$ cat src/rtl/ped_signal_controller.sv
// Pedestrian crossing lamp controller slaved to an upstream vehicle light controller.
// Serves latched button requests on the vehicle red rise; conflicts latch a sticky fault.
module ped_signal_controller #(
   parameter int unsigned WALK_CYCLES  = 4,
   parameter int unsigned FLASH_CYCLES = 3
) (
   input  logic       clk,
   input  logic       reset_n,
   input  logic       red,
   input  logic       green,
   input  logic       ped_button,
   output logic [1:0] ped_state,
   output logic       walk,
   output logic       dont_walk,
   output logic       flash,
   output logic [3:0] countdown,
   output logic       pending,
   output logic       fault
);

   localparam int unsigned CNT_W = 4;

   typedef enum logic [1:0] {
      S_IDLE  = 2'b00,
      S_ARMED = 2'b01,
      S_WALK  = 2'b10,
      S_CLEAR = 2'b11
   } state_e;

   state_e             state_q, state_d;
   logic               walk_q, walk_d;
   logic               dont_walk_q, dont_walk_d;
   logic               flash_q, flash_d;
   logic [CNT_W-1:0]   cnt_q, cnt_d;
   logic               pending_q, pending_d;
   logic               fault_q, fault_d;
   logic               red_d_q, btn_d_q;

   logic               press_c;
   logic               red_rise_c;
   logic               conflict_c;

   assign press_c    = ped_button & ~btn_d_q;
   assign red_rise_c = red & ~red_d_q;
   assign conflict_c = (red & green) |
                       (green & ((state_q == S_WALK) | (state_q == S_CLEAR)));

   // State and registered outputs; reset forces the idle lamp pattern immediately.
   always_ff @(posedge clk or negedge reset_n) begin
      if (!reset_n) begin
         state_q     <= S_IDLE;
         walk_q      <= 1'b0;
         dont_walk_q <= 1'b1;
         flash_q     <= 1'b0;
         cnt_q       <= '0;
         pending_q   <= 1'b0;
         fault_q     <= 1'b0;
         red_d_q     <= 1'b0;
         btn_d_q     <= 1'b0;
      end else begin
         state_q     <= state_d;
         walk_q      <= walk_d;
         dont_walk_q <= dont_walk_d;
         flash_q     <= flash_d;
         cnt_q       <= cnt_d;
         pending_q   <= pending_d;
         fault_q     <= fault_d;
         red_d_q     <= red;
         btn_d_q     <= ped_button;
      end
   end

   // Next-state; a conflict (or a standing fault) overrides every other transition.
   always_comb begin
      state_d   = state_q;
      cnt_d     = cnt_q;
      pending_d = pending_q;
      fault_d   = fault_q;

      if (fault_q || conflict_c) begin
         fault_d   = 1'b1;
         state_d   = S_IDLE;
         cnt_d     = '0;
         pending_d = 1'b0;
      end else begin
         unique case (state_q)
            S_IDLE: begin
               cnt_d = '0;
               if (press_c) begin
                  state_d   = S_ARMED;
                  pending_d = 1'b1;
               end
            end
            S_ARMED: begin
               cnt_d = '0;
               if (red_rise_c && !green) begin
                  state_d   = S_WALK;
                  cnt_d     = CNT_W'(WALK_CYCLES);
                  pending_d = 1'b0;
               end
            end
            S_WALK: begin
               pending_d = pending_q | press_c;
               if ((!red && !green) || (cnt_q == CNT_W'(1))) begin
                  state_d = S_CLEAR;
                  cnt_d   = CNT_W'(FLASH_CYCLES);
               end else begin
                  cnt_d = cnt_q - CNT_W'(1);
               end
            end
            S_CLEAR: begin
               pending_d = pending_q | press_c;
               if (cnt_q == CNT_W'(1)) begin
                  state_d = pending_d ? S_ARMED : S_IDLE;
                  cnt_d   = '0;
               end else begin
                  cnt_d = cnt_q - CNT_W'(1);
               end
            end
            default: begin
               state_d = S_IDLE;
               cnt_d   = '0;
            end
         endcase
      end

      walk_d      = (state_d == S_WALK);
      flash_d     = (state_d == S_CLEAR);
      dont_walk_d = ~(walk_d | flash_d);
   end

   assign ped_state = state_q;
   assign walk      = walk_q;
   assign dont_walk = dont_walk_q;
   assign flash     = flash_q;
   assign countdown = cnt_q;
   assign pending   = pending_q;
   assign fault     = fault_q;

endmodule
$ cat config.mk
export PLATFORM = sky130hd
export DESIGN_NAME = ped_signal_controller
export DESIGN_NICKNAME = d
export VERILOG_FILES = /design/src/rtl/ped_signal_controller.sv
export SDC_FILE = /design/constraint.sdc
export NUM_CORES = 1
export LEC_CHECK = 0
export ABC_CLOCK_PERIOD_IN_PS = 3900
export CAP_MARGIN = 20
export CORE_AREA = 2 2 39 41
export CTS_CLUSTER_SIZE = 8
export DETAILED_ROUTE_END_ITERATION = 16
export DIE_AREA = 0 0 41 43
export GPL_TIMING_DRIVEN = 1
export PLACE_DENSITY = 0.78
export SLEW_MARGIN = 20
export SYNTH_ARGS = -nofsm -noshare
export SYNTH_HDL_FRONTEND = slang
export SYNTH_SLANG_ARGS = --single-unit
$ cat constraint.sdc
create_clock -name clk -period 3.9 [get_ports clk]
set_input_delay 0.39 -clock clk [delete_from_list [all_inputs] [get_ports clk]]
set_output_delay 0.39 -clock clk [all_outputs]
set_load 0.005 [all_outputs]
======== Word level (Yosys, flattened, before mapping) ========
Index checks and enable logic that the tools add are counted.
storage, ports and cells
  flip-flop bits (word level) ............. 13
  output and inout port bits .............. 11
  word-level logic and storage cells ...... 54
operators by class
  $add $sub $neg .......................... 1
  equality and inequality tests ........... 8
  multiplexer cells ....................... 16
  bitwise gates (word level) .............. 11
  reductions and logical operators ........ 9
operators with widths
  kind                   number
  $pmux W4 S4            1
  $mux W4                3
  $mux W2                5
  $eq A2 B2 Y1 const B   4
  $pmux W2 S4            1
  $ne A3 B3 Y1 const B   2
  $and A1 B1 Y1          4
  $eq A4 B1 Y1 const B   1
  $mux W1                4
  $or A1 B1 Y1           4
  $sub A4 B1 Y4 const B  1
  $mux W3                1
  $not A1 Y1             3
  $pmux W1 S3            1
  $eq A2 B1 Y1 const B   1
  $logic_and A1 B1 Y1    2
  $logic_not A1 Y1       2
  $logic_not A2 Y1       1
  $logic_or A1 B1 Y1     2
  $reduce_and A2 Y1      1
  $reduce_or A2 Y1       1

======== Logic depth before layout (Yosys ltp) ========
Gate-level depths: netlist of the first run.
  word-level depth ........................ 10
  mapped depth ............................ 7

======== Least setup slack after synthesis of the first run ========
OpenSTA, ideal clock, no wires.
  path type ............................... flip-flop to flip-flop
  start point ............................. register cnt_q[1], in the netlist countdown[1]
  end point ............................... register walk_q, in the netlist walk
  setup time .............................. 0.119 ns
  arrival time ............................ 1.721 ns
  data required time ...................... 3.781 ns
  path slack .............................. 2.060 ns
  cell stages (with the launch flop) ...... 8
  buffers on the path ..................... 0
  period minus slack after synthesis ...... 1.840 ns
  path through ............................ dfrtp_1 > inv_1 > ha_1 > or3b_4 > o211a_1 > or4_4 > inv_2 > nor2_1
on the way
  longest elaborated chain between the ends .. 6
  elaborated cells between the ends (all ways) .. 7
  classes of those cells .................. 2 x eq/ne; 4 x mux; 1 x reduce/logical
RTL lines
  item                      line      text
  start: declaration        34        logic [CNT_W-1:0] cnt_q, cnt_d;
  start signal: assignment  65        cnt_q <= cnt_d;
  $eq A4 B1 Y1 (*)          104, 113
  $logic_or A1 B1 Y1        104       if ((!red && !green) || (cnt_q == CNT_W'(1))) begin
  $mux W2                   104
  $pmux W2 S4 (*)           86        unique case (state_q)
  $mux W2 (*)               80        if (fault_q || conflict_c) begin
  named net state_d[0]      30        state_e state_q, state_d;
  $eq A2 B2 Y1 (*)          127       walk_d = (state_d == S_WALK);
  named net walk_d          31        logic walk_q, walk_d;
  end signal: assignment    62        walk_q <= walk_d;
  end: declaration          31
Mark *: on every way through the listed nets, which the timed path passes. The rest lies on a longest branch.
A chain may end at the register's enable or synchronous reset.

======== Worst setup path in the final report of the first run ========
Same ends and word-level chain as after synthesis.

==> results.py, run 1 <==
metrics = {
    "power_and_ir_drop": {
        "ir_drop_mv": 0.1606,
        "power_density_mw_per_mm2": 292.8,
        "switching_share": 0.2176,
        "combPwrFrac": 0.046,
        "p_int_mw": 0.1806,
        "p_sw_mw": 0.05022,
        "leakage_nw": 0.3563,
        "p_total_mw": 0.2308,
        "pwr-share-seq": 0.589,
        "clock_power_share": 0.365,
    },
    "critical_path": {
        "cp_max_fo": 4,
        "cp-end-kind": "flop",
        "cp-start-kind": "flop",
        "cp_cell_sequence": "inv_1 -> ha_1 -> or3b_4 -> o211a_1 -> or4_4 -> inv_2 -> nor2_1",
        "cp_slowest_cell": "or4_4",
        "cp_slowest_stage_delay_ps": 530,
        "critical_path_required_ps": 4070,
        "cp_data_arrival_time_ps": 2110,
        "crit_type": "reg -> reg",
        "reg2reg_slack_ps": 1960,
    },
    "clock_network": {
        "cts_sinks": 13,
        "ctsHoldBuffers": 0,
        "cts.reportedPaths.clkPinSlew_ps": 80,
        "cts.repair.resized": 0,
        "clock_latency_ps": 280,
        "ctsRootBufferMaster": "clkbuf_4",
        "postCtsSetupRepairBufs": 0,
        "cts_tree": "yes",
        "h-tree-depth": 1,
        "cts_inserted_buffers": 3,
        "cts.path.max_buffers": 2,
    },
    "timing": {
        "fin_setup_tns_ps": 0,
        "final.min_clock_period_ps": 1942,
        "finalCritPeriodShare": 0.4979,
        "worst_pin_slew_ps": 572.3,
        "setup_violations": 0,
        "max_freq_mhz": 515.0,
        "hold_viol_final": 0,
        "rsz0062_at_grt": "no",
        "maxSlewViolCount": 0,
        "finClkSkew_ps": 4.786,
        "relSlewSlack": 0.6173,
    },
    "logic_synthesis": {
        "postSynthCellCount": 55,
        "yosysMostFrequentCell": "dfrtp_1",
        "synth_ff_type": "dfrtp_1",
        "synth_top_area_frac": 0.5042,
        "synth_edf_count": 0,
        "netlist_area_sq_um": 595.6,
        "ys_seq_elements": 13,
        "yosysSeqAreaShare": 0.5483,
        "yosysTopAreaCell": "dfrtp_1",
        "synth_area_leaders": "dfrtp_1 (50%), dfstp_2 (4.4%), ha_1 (4.2%)",
        "postSynth.asyncResetShare": 1.000,
        "synth_area_per_cell_sq_um": 10.83,
        "syn_nets": 62,
        "synth_common_cells": "dfrtp_1 (12), a21oi_1 (4), inv_1 (4), nand2_1 (4)",
        "yosysUniqueCellTypes": 30,
        "ys_warn_count": 0,
    },
    "finish": {
        "diodes": 0,
        "fillCellCount": 142,
        "final_area_sq_um": 788.3,
        "area_delta_synth_final_pct": 32.35,
        "nNetsFinal": 81,
        "drive_above_1_share": 0.1233,
    },
    "routing": {
        "drt-pass1-iter-count": 4,
        "drc": 0,
        "drtAntennaViolNets": 0,
        "drtIter0Drc": 10,
        "drt_wl_total_mm": 1.089,
        "via_count": 470,
        "routed_via_density": 5.281,
        "wire_per_inst_um": 12.24,
    },
    "floorplanning": {
        "fp.dieW_um": 41,
        "io_pins": 16,
        "die_area_sq_mm": 0.001763,
        "die_y_um": 43,
        "start_util": 0.4304,
        "coreArea_sq_mm": 0.001384,
        "rows": 14,
    },
    "hold_path": {
        "hold_class": "in -> async",
    },
    "placement": {
        "post-dp-hpwl_um": 829.8,
        "io_buffers": 15,
        "gp_congestion": 0.7751,
        "place_area_sq_um": 762.0,
    },
    "status": {
        "status": "complete, no violations",
    },
    "global_routing": {
        "grt_overflow_total": 0,
        "track_usage": 0.1636,
        "grt_pass1_wl_mm": 1.890,
        "antenna_found_initial": 0,
        "grt_pass1_vias": 451,
        "grt_max_degree": 14,
    },
    "job": {
        "drv_cap": 0,
    },
}
==> stage by stage <==
stage / hold WS, ps / utilization / std cells / setup slack [ps]
3_3_place_gp: 467.2 / 0.5506 / 85 / 2008
2_1_floorplan: 94.41 / - / 55 / 2060
3_5_place_dp: 476.3 / 0.5506 / 85 / 1962
6_report: 469.7 / 0.5696 / 89 / 1958
4_1_cts: 478.9 / 0.5696 / 89 / 1945
5_1_grt: 498.4 / 0.5696 / 89 / 1889
==> worst max-delay path, delay by kind of cell (launching register included) <==
| family | cells | cell delay (ps) |
|---|---|---|
| adders and majority gates | 1 | 180 |
| DFF | 1 | 390 |
| AOI/OAI and AO/OA | 1 | 140 |
| and+or+nand+nor | 3 | 980 |
| buffers and inverters | 2 | 150 |
==> registers in the layout, summed over array words and instances (netlist names) <==
name	count
btn_d_q	1
fault	1
walk	1
pending	1
countdown	4
flash	1
red_d_q	1
ped_state	2
dont_walk	1
==> power groups by stage <==
stage | registers [mW] | logic [mW] | clock network [mW]
finish | 0.136 | 0.0106 | 0.0841
global route | 0.136 | 0.0120 | 0.0936
CTS | 0.136 | 0.0108 | 0.0852
detailed placement | 0.139 | 0.0108 | 0
global placement | 0.139 | 0.0108 | 0
floorplan | 0.139 | 0.00270 | 0
==> cell families (layout without fill, tap and decap cells) <==
family,Yosys count,after routing,synth area share
simple gates,22,22,0.2332
flops,13,13,0.5483
compound gates,10,10,0.1093
buf+inv,6,24,0.03780
fa+ha+maj,2,2,0.04201
xor+xnor,2,2,0.02942
==> worst paths after layout <==
kind,to,cells after the start,startpoint
max,walk,7,countdown[1]
min,ped_state[0],1,reset_n
max reg2reg,walk,7,countdown[1]
min reg2reg,pending,1,fault
max in group asynchronous,dont_walk,1,reset_n
min in group clk,pending,1,fault
==> final cells by class <==
| cell class | count | area, sq um | share of cell area |
|---|---|---|---|
| multi-input combinational | 36 | 246.5 | 0.3127 |
| timing repair buffer | 15 | 150.1 | 0.1905 |
| tap | 16 | 20.02 | 0.02540 |
| inverter | 5 | 18.77 | 0.02381 |
| clock buffer | 4 | 26.28 | 0.03333 |
| sequential | 13 | 326.6 | 0.4143 |
==> routing by layer <==
layer | vias to the layer above | GRT usage | wire length, um
li1 | 226 | - | -
met1 | 222 | 0.2125 | 484
met2 | 17 | 0.2406 | 508
met3 | 5 | 0.03141 | 62
met4 | 0 | 0.1000 | 34
met5 | - | 0 | 0
==> layout by cell type (no fill, tap or decap), types with 2 or more instances in the layout <==
cell,n
clkdlybuf4s50_1,15
dfrtp_1,12
inv_1,4
nand2_1,4
a21oi_1,4
clkbuf_4,3
o21ai_0,2
nor2b_1,2
nor2_1,2
nor3_1,2
ha_1,2
(Power assumes the default switching activity.)
==> run 2, diff against run 1 <==
Settings changed: ABC_CLOCK_PERIOD_IN_PS 3900 to 1600, CORE_AREA 2 2 39 41 to unset, CORE_UTILIZATION set to 40, DIE_AREA 0 0 41 43 to unset, PLACE_DENSITY 0.78 to 0.74.
Clock period 3.9 ns to 1.6 ns, I/O delays scaled along.
==> results.py, run 2 (same netlist as run 1, synthesis figures left out) <==
metrics = {
    "finish": {
        "largest_reg_flops": 4,
        "diodes": 0,
        "most-common-layout-cells": "clkdlybuf4s50_1 (15), dfrtp_1 (11), buf_4 (10), nand2_1 (4), a21oi_1 (4)",
        "post-route-util": 0.6487,
        "area_delta_synth_final_pct": 47.06,
        "regArea_sq_um": 327.8,
        "multiInputGateArea_sq_um": 259.0,
        "fillCellCount": 115,
        "final_common_cell": "clkdlybuf4s50_1",
        "nNetsFinal": 91,
        "drive_above_1_share": 0.2651,
    },
    "timing": {
        "final.min_clock_period_ps": 1790,
        "finalCritPeriodShare": 1.119,
        "hold_slack_ps": 258.1,
        "relSlewSlack": 0.6078,
        "max_freq_mhz": 558.7,
        "maxSlewViolCount": 0,
        "rsz0062_at_grt": "yes",
        "worst_pin_slew_ps": 586.4,
        "hold_viol_final": 0,
        "finClkSkew_ps": 2.381,
        "worst_slack_ps": -189.9,
        "setup_violations": 3,
    },
    "floorplanning": {
        "fp.dieW_um": 40.59,
        "rows": 13,
        "die_area_sq_mm": 0.001647,
        "io_pins": 16,
        "die_y_um": 40.59,
        "coreArea_sq_mm": 0.001350,
        "start_util": 0.4411,
    },
    "critical_path": {
        "cp_data_arrival_time_ps": 1950,
        "cp_max_fo": 2,
        "critical_path_required_ps": 1760,
        "cp-start-kind": "flop",
        "crit_type": "reg -> reg",
        "cp-end-kind": "flop",
    },
    "power_and_ir_drop": {
        "power_density_mw_per_mm2": 640.0,
        "ir_drop_mv": 0.5012,
        "leakage_nw": 0.4050,
        "p_total_mw": 0.5605,
    },
    "routing": {
        "via_count": 496,
        "routed_via_density": 5.061,
        "drtIter0Drc": 2,
        "drc": 0,
        "drt_wl_total_mm": 1.276,
        "wire_per_inst_um": 13.02,
        "drt-pass1-iter-count": 3,
        "drtAntennaViolNets": 0,
    },
    "placement": {
        "gp_congestion": 0.7765,
        "pre_cts_ws_ps": -243.5,
        "io_buffers": 15,
        "post-dp-hpwl_mm": 1.014,
    },
    "status": {
        "failed_checks": "setup timing",
        "status": "finished with violations",
    },
    "clock_network": {
        "h-tree-depth": 1,
        "ctsHoldBuffers": 0,
        "cts_tree": "yes",
        "cts.path.max_buffers": 2,
        "clock_latency_ps": 270,
        "ctsRootBufferMaster": "clkbuf_4",
        "cts_sinks": 13,
        "cts_inserted_buffers": 3,
        "cts.reportedPaths.clkPinSlew_ps": 80,
    },
    "job": {
        "drv_cap": 0,
    },
    "hold_path": {
        "hold_class": "in -> async",
    },
    "global_routing": {
        "grt_overflow_total": 0,
        "grt_pass1_vias": 478,
        "grt_max_degree": 14,
        "track_usage": 0.2033,
        "grt_pass1_wl_mm": 2.021,
        "antenna_found_initial": 0,
    },
}
[run 2: cell count changes in the layout (fill, tap and decap cells not counted)]
cell     change
buf_4       +10
dfrtp_1      -1
dfrtp_2      +1
ha_1         -1
ha_4         +1
inv_1        -1
inv_2        +1
[run 2: critical path: stages (launching register included)]
cell and delay (ps):
dfrtp_1 390, inv_2 80, ha_4 120, or3b_4 370
o211a_1 140, or4_4 490, inv_2 70, nor2_1 30
[run 2: routing by layer]
layer,share of wire,global-route usage,up-vias
met4,0,0.1000,0
li1,-,-,246
met3,0.026,0.07222,0
met5,0,0,-
met2,0.52,0.3452,7
met1,0.45,0.2214,243
[run 2: final cells by class]
class	count	share of cell area
inverter	5	0.02143
multi-input combinational	36	0.2957
timing repair buffer	25	0.2571
clock buffer	4	0.03000
sequential	13	0.3743
tap	15	0.02143
[run 2: path summary, 6_finish.rpt]
kind / startpoint / to / slack, ps / cells past startpoint
setup / recovery: countdown[1] / walk / -190 / 7
hold / removal: reset_n / fault / 260 / 1
setup reg to reg: countdown[1] / walk / -190 / 7
hold reg to reg: fault / pending / 470 / 1
max in group asynchronous: reset_n / ped_state[1] / 920 / 1
min in group clk: ped_button / btn_d_q / 360 / 1
[run 2: repair_timing]
item | CTS | global route
resized for setup | 2 | 1
pin swaps | 1 | 1
endpoints found under the setup margin | 3 | 4
buffers inserted | 2 | 0
[run 2: power breakdown]
group          switching (mW)  internal, mW
clock network           0.102        0.0964
logic                  0.0152        0.0154
registers            0.000920         0.331
total                   0.118         0.443
[run 2: through the flow]
stage	instances	TNS [ps]	instance area [sq um]
6_report	98	-435.6	875.8
5_1_grt	98	-686.9	875.8
4_1_cts	98	-474.1	874.6
3_5_place_dp	92	-571.8	823.3
3_3_place_gp	92	-474.6	823.3
2_1_floorplan	55	-515.4	598.1
==> run 3, diff against run 2 <==
Settings changed: RECOVER_POWER set to 50.
==> results.py, run 3 (same netlist as run 1, synthesis figures left out) <==
metrics = {
    "critical_path": {
        "cp-startpoint": "countdown[1]",
        "critical_path_required_ps": 1760,
        "r2r.worst_path.cells": 7,
        "crit_type": "reg -> reg",
        "cp_max_fo": 2,
        "r2r-start": "countdown[1]",
        "cp_data_arrival_time_ps": 1950,
        "cp-start-kind": "flop",
        "cp-end-kind": "flop",
    },
    "finish": {
        "final_common_cell": "clkdlybuf4s50_1",
        "nNetsFinal": 91,
        "stdcell_count": 98,
        "post-route-util": 0.6460,
        "diodes": 0,
        "area_delta_synth_final_pct": 46.43,
        "drive_above_1_share": 0.2530,
        "fillCellCount": 117,
        "final_area_sq_um": 872.1,
        "largest_reg_flops": 4,
        "most-common-layout-cells": "clkdlybuf4s50_1 (12), dfrtp_1 (11), buf_4 (9), nand2_1 (4), a21oi_1 (4)",
    },
    "timing": {
        "finClkSkew_ps": 2.375,
        "finalCritPeriodShare": 1.119,
        "worst_pin_slew_ps": 596.3,
        "relSlewSlack": 0.6012,
        "max_freq_mhz": 558.7,
        "hold_slack_ps": 329.9,
        "worst_slack_ps": -189.9,
        "hold_viol_final": 0,
        "final.min_clock_period_ps": 1790,
        "rsz0062_at_grt": "yes",
        "maxSlewViolCount": 0,
        "setup_violations": 3,
    },
    "global_routing": {
        "use_met3": 0.07222,
        "grt_use_met2": 0.3452,
        "grt_pass1_vias": 478,
        "grt_pass1_wl_mm": 2.021,
        "grt_overflow_total": 0,
        "antenna_found_initial": 0,
        "grt_use_met1": 0.2214,
        "track_usage": 0.2033,
        "grt-busiest-layer": "met2",
        "grt_max_degree": 14,
    },
    "clock_network": {
        "cts_sinks": 13,
        "cts.reportedPaths.clkPinSlew_ps": 80,
        "clock_latency_ps": 270,
        "cts_tree": "yes",
        "cts_inserted_buffers": 3,
        "h-tree-depth": 1,
        "ctsRootBufferMaster": "clkbuf_4",
        "cts.path.max_buffers": 2,
        "ctsHoldBuffers": 0,
    },
    "placement": {
        "pre_cts_ws_ps": -243.5,
        "dpl.cell_count": 92,
        "gp_congestion": 0.7765,
        "post-dp-hpwl_mm": 1.014,
        "place_area_sq_um": 823.3,
        "io_buffers": 15,
    },
    "status": {
        "failed_checks": "setup timing",
        "status": "finished with violations",
    },
    "job": {
        "drv_cap": 0,
    },
    "routing": {
        "routed_via_density": 5.041,
        "drt_wl_total_mm": 1.280,
        "drtAntennaViolNets": 0,
        "wire_per_inst_um": 13.06,
        "via_count": 494,
        "drc": 0,
        "drtIter0Drc": 3,
        "drt-pass1-iter-count": 2,
    },
    "floorplanning": {
        "die_y_um": 40.59,
        "fp.dieW_um": 40.59,
        "die_area_sq_mm": 0.001647,
        "rows": 13,
        "io_pins": 16,
        "start_util": 0.4411,
        "coreArea_sq_mm": 0.001350,
    },
    "power_and_ir_drop": {
        "power_density_mw_per_mm2": 639.8,
        "leakage_nw": 0.4022,
        "ir_drop_mv": 0.5012,
    },
    "hold_path": {
        "hold_class": "in -> async",
    },
}
[run 3: changes by cell type in the layout (fill, tap and decap cells not counted), sizes merged]
cell,change
buf,-1
dlygate4sd3,+3
clkdlybuf4s50,-3
clkbuf,+1
[run 3: worst paths after layout]
path | to | slack, ps
max | walk | -190
min | fault | 330
max reg2reg | walk | -190
min reg2reg | pending | 470
max in group asynchronous | ped_state[1] | 840
min in group clk | pending | 470
[run 3: area by class of cell]
type                       instances  area [sq um]  area share
sequential                        13         327.8      0.3759
clock buffer                       4         26.28     0.03013
inverter                           5         18.77     0.02152
tap                               15         18.77     0.02152
timing repair buffer              25         221.5      0.2539
multi-input combinational         36         259.0      0.2970
[run 3: worst max-delay path, stage by stage, from the launching register on]
cell	delay, ps
dfrtp_1	390
inv_2	80
ha_4	120
or3b_4	370
o211a_1	140
or4_4	490
inv_2	70
nor2_1	30
[run 3: layer usage]
layer | share of wire | vias up
met5 | 0 | -
met1 | 0.45 | 241
met3 | 0.026 | 0
met2 | 0.53 | 7
met4 | 0 | 0
li1 | - | 246
[run 3: report_power, final]
part / total (mW) / internal [mW] / leakage, nW / switching, mW
clock network: 0.198 / 0.0964 / 0.0150 / 0.102
logic: 0.0281 / 0.0130 / 0.220 / 0.0152
registers: 0.332 / 0.331 / 0.167 / 0.000919
total: 0.558 / 0.440 / 0.402 / 0.118
[run 3: through the flow]
stage	setup TNS [ps]	power, mW
2_1_floorplan	-515.4	0.3445
3_3_place_gp	-474.6	0.3683
3_5_place_dp	-571.8	0.3692
4_1_cts	-474.1	0.5661
5_1_grt	-686.9	0.5841
6_report	-435.5	0.5580
[run 3: repair_timing]
action                     4_1_cts  5_1_grt
gates cloned                     0        0
buffers inserted                 2        0
pin swaps                        1        1
resized for setup                2        1
setup endpoints to repair        3        4
hold endpoints to repair         0        0
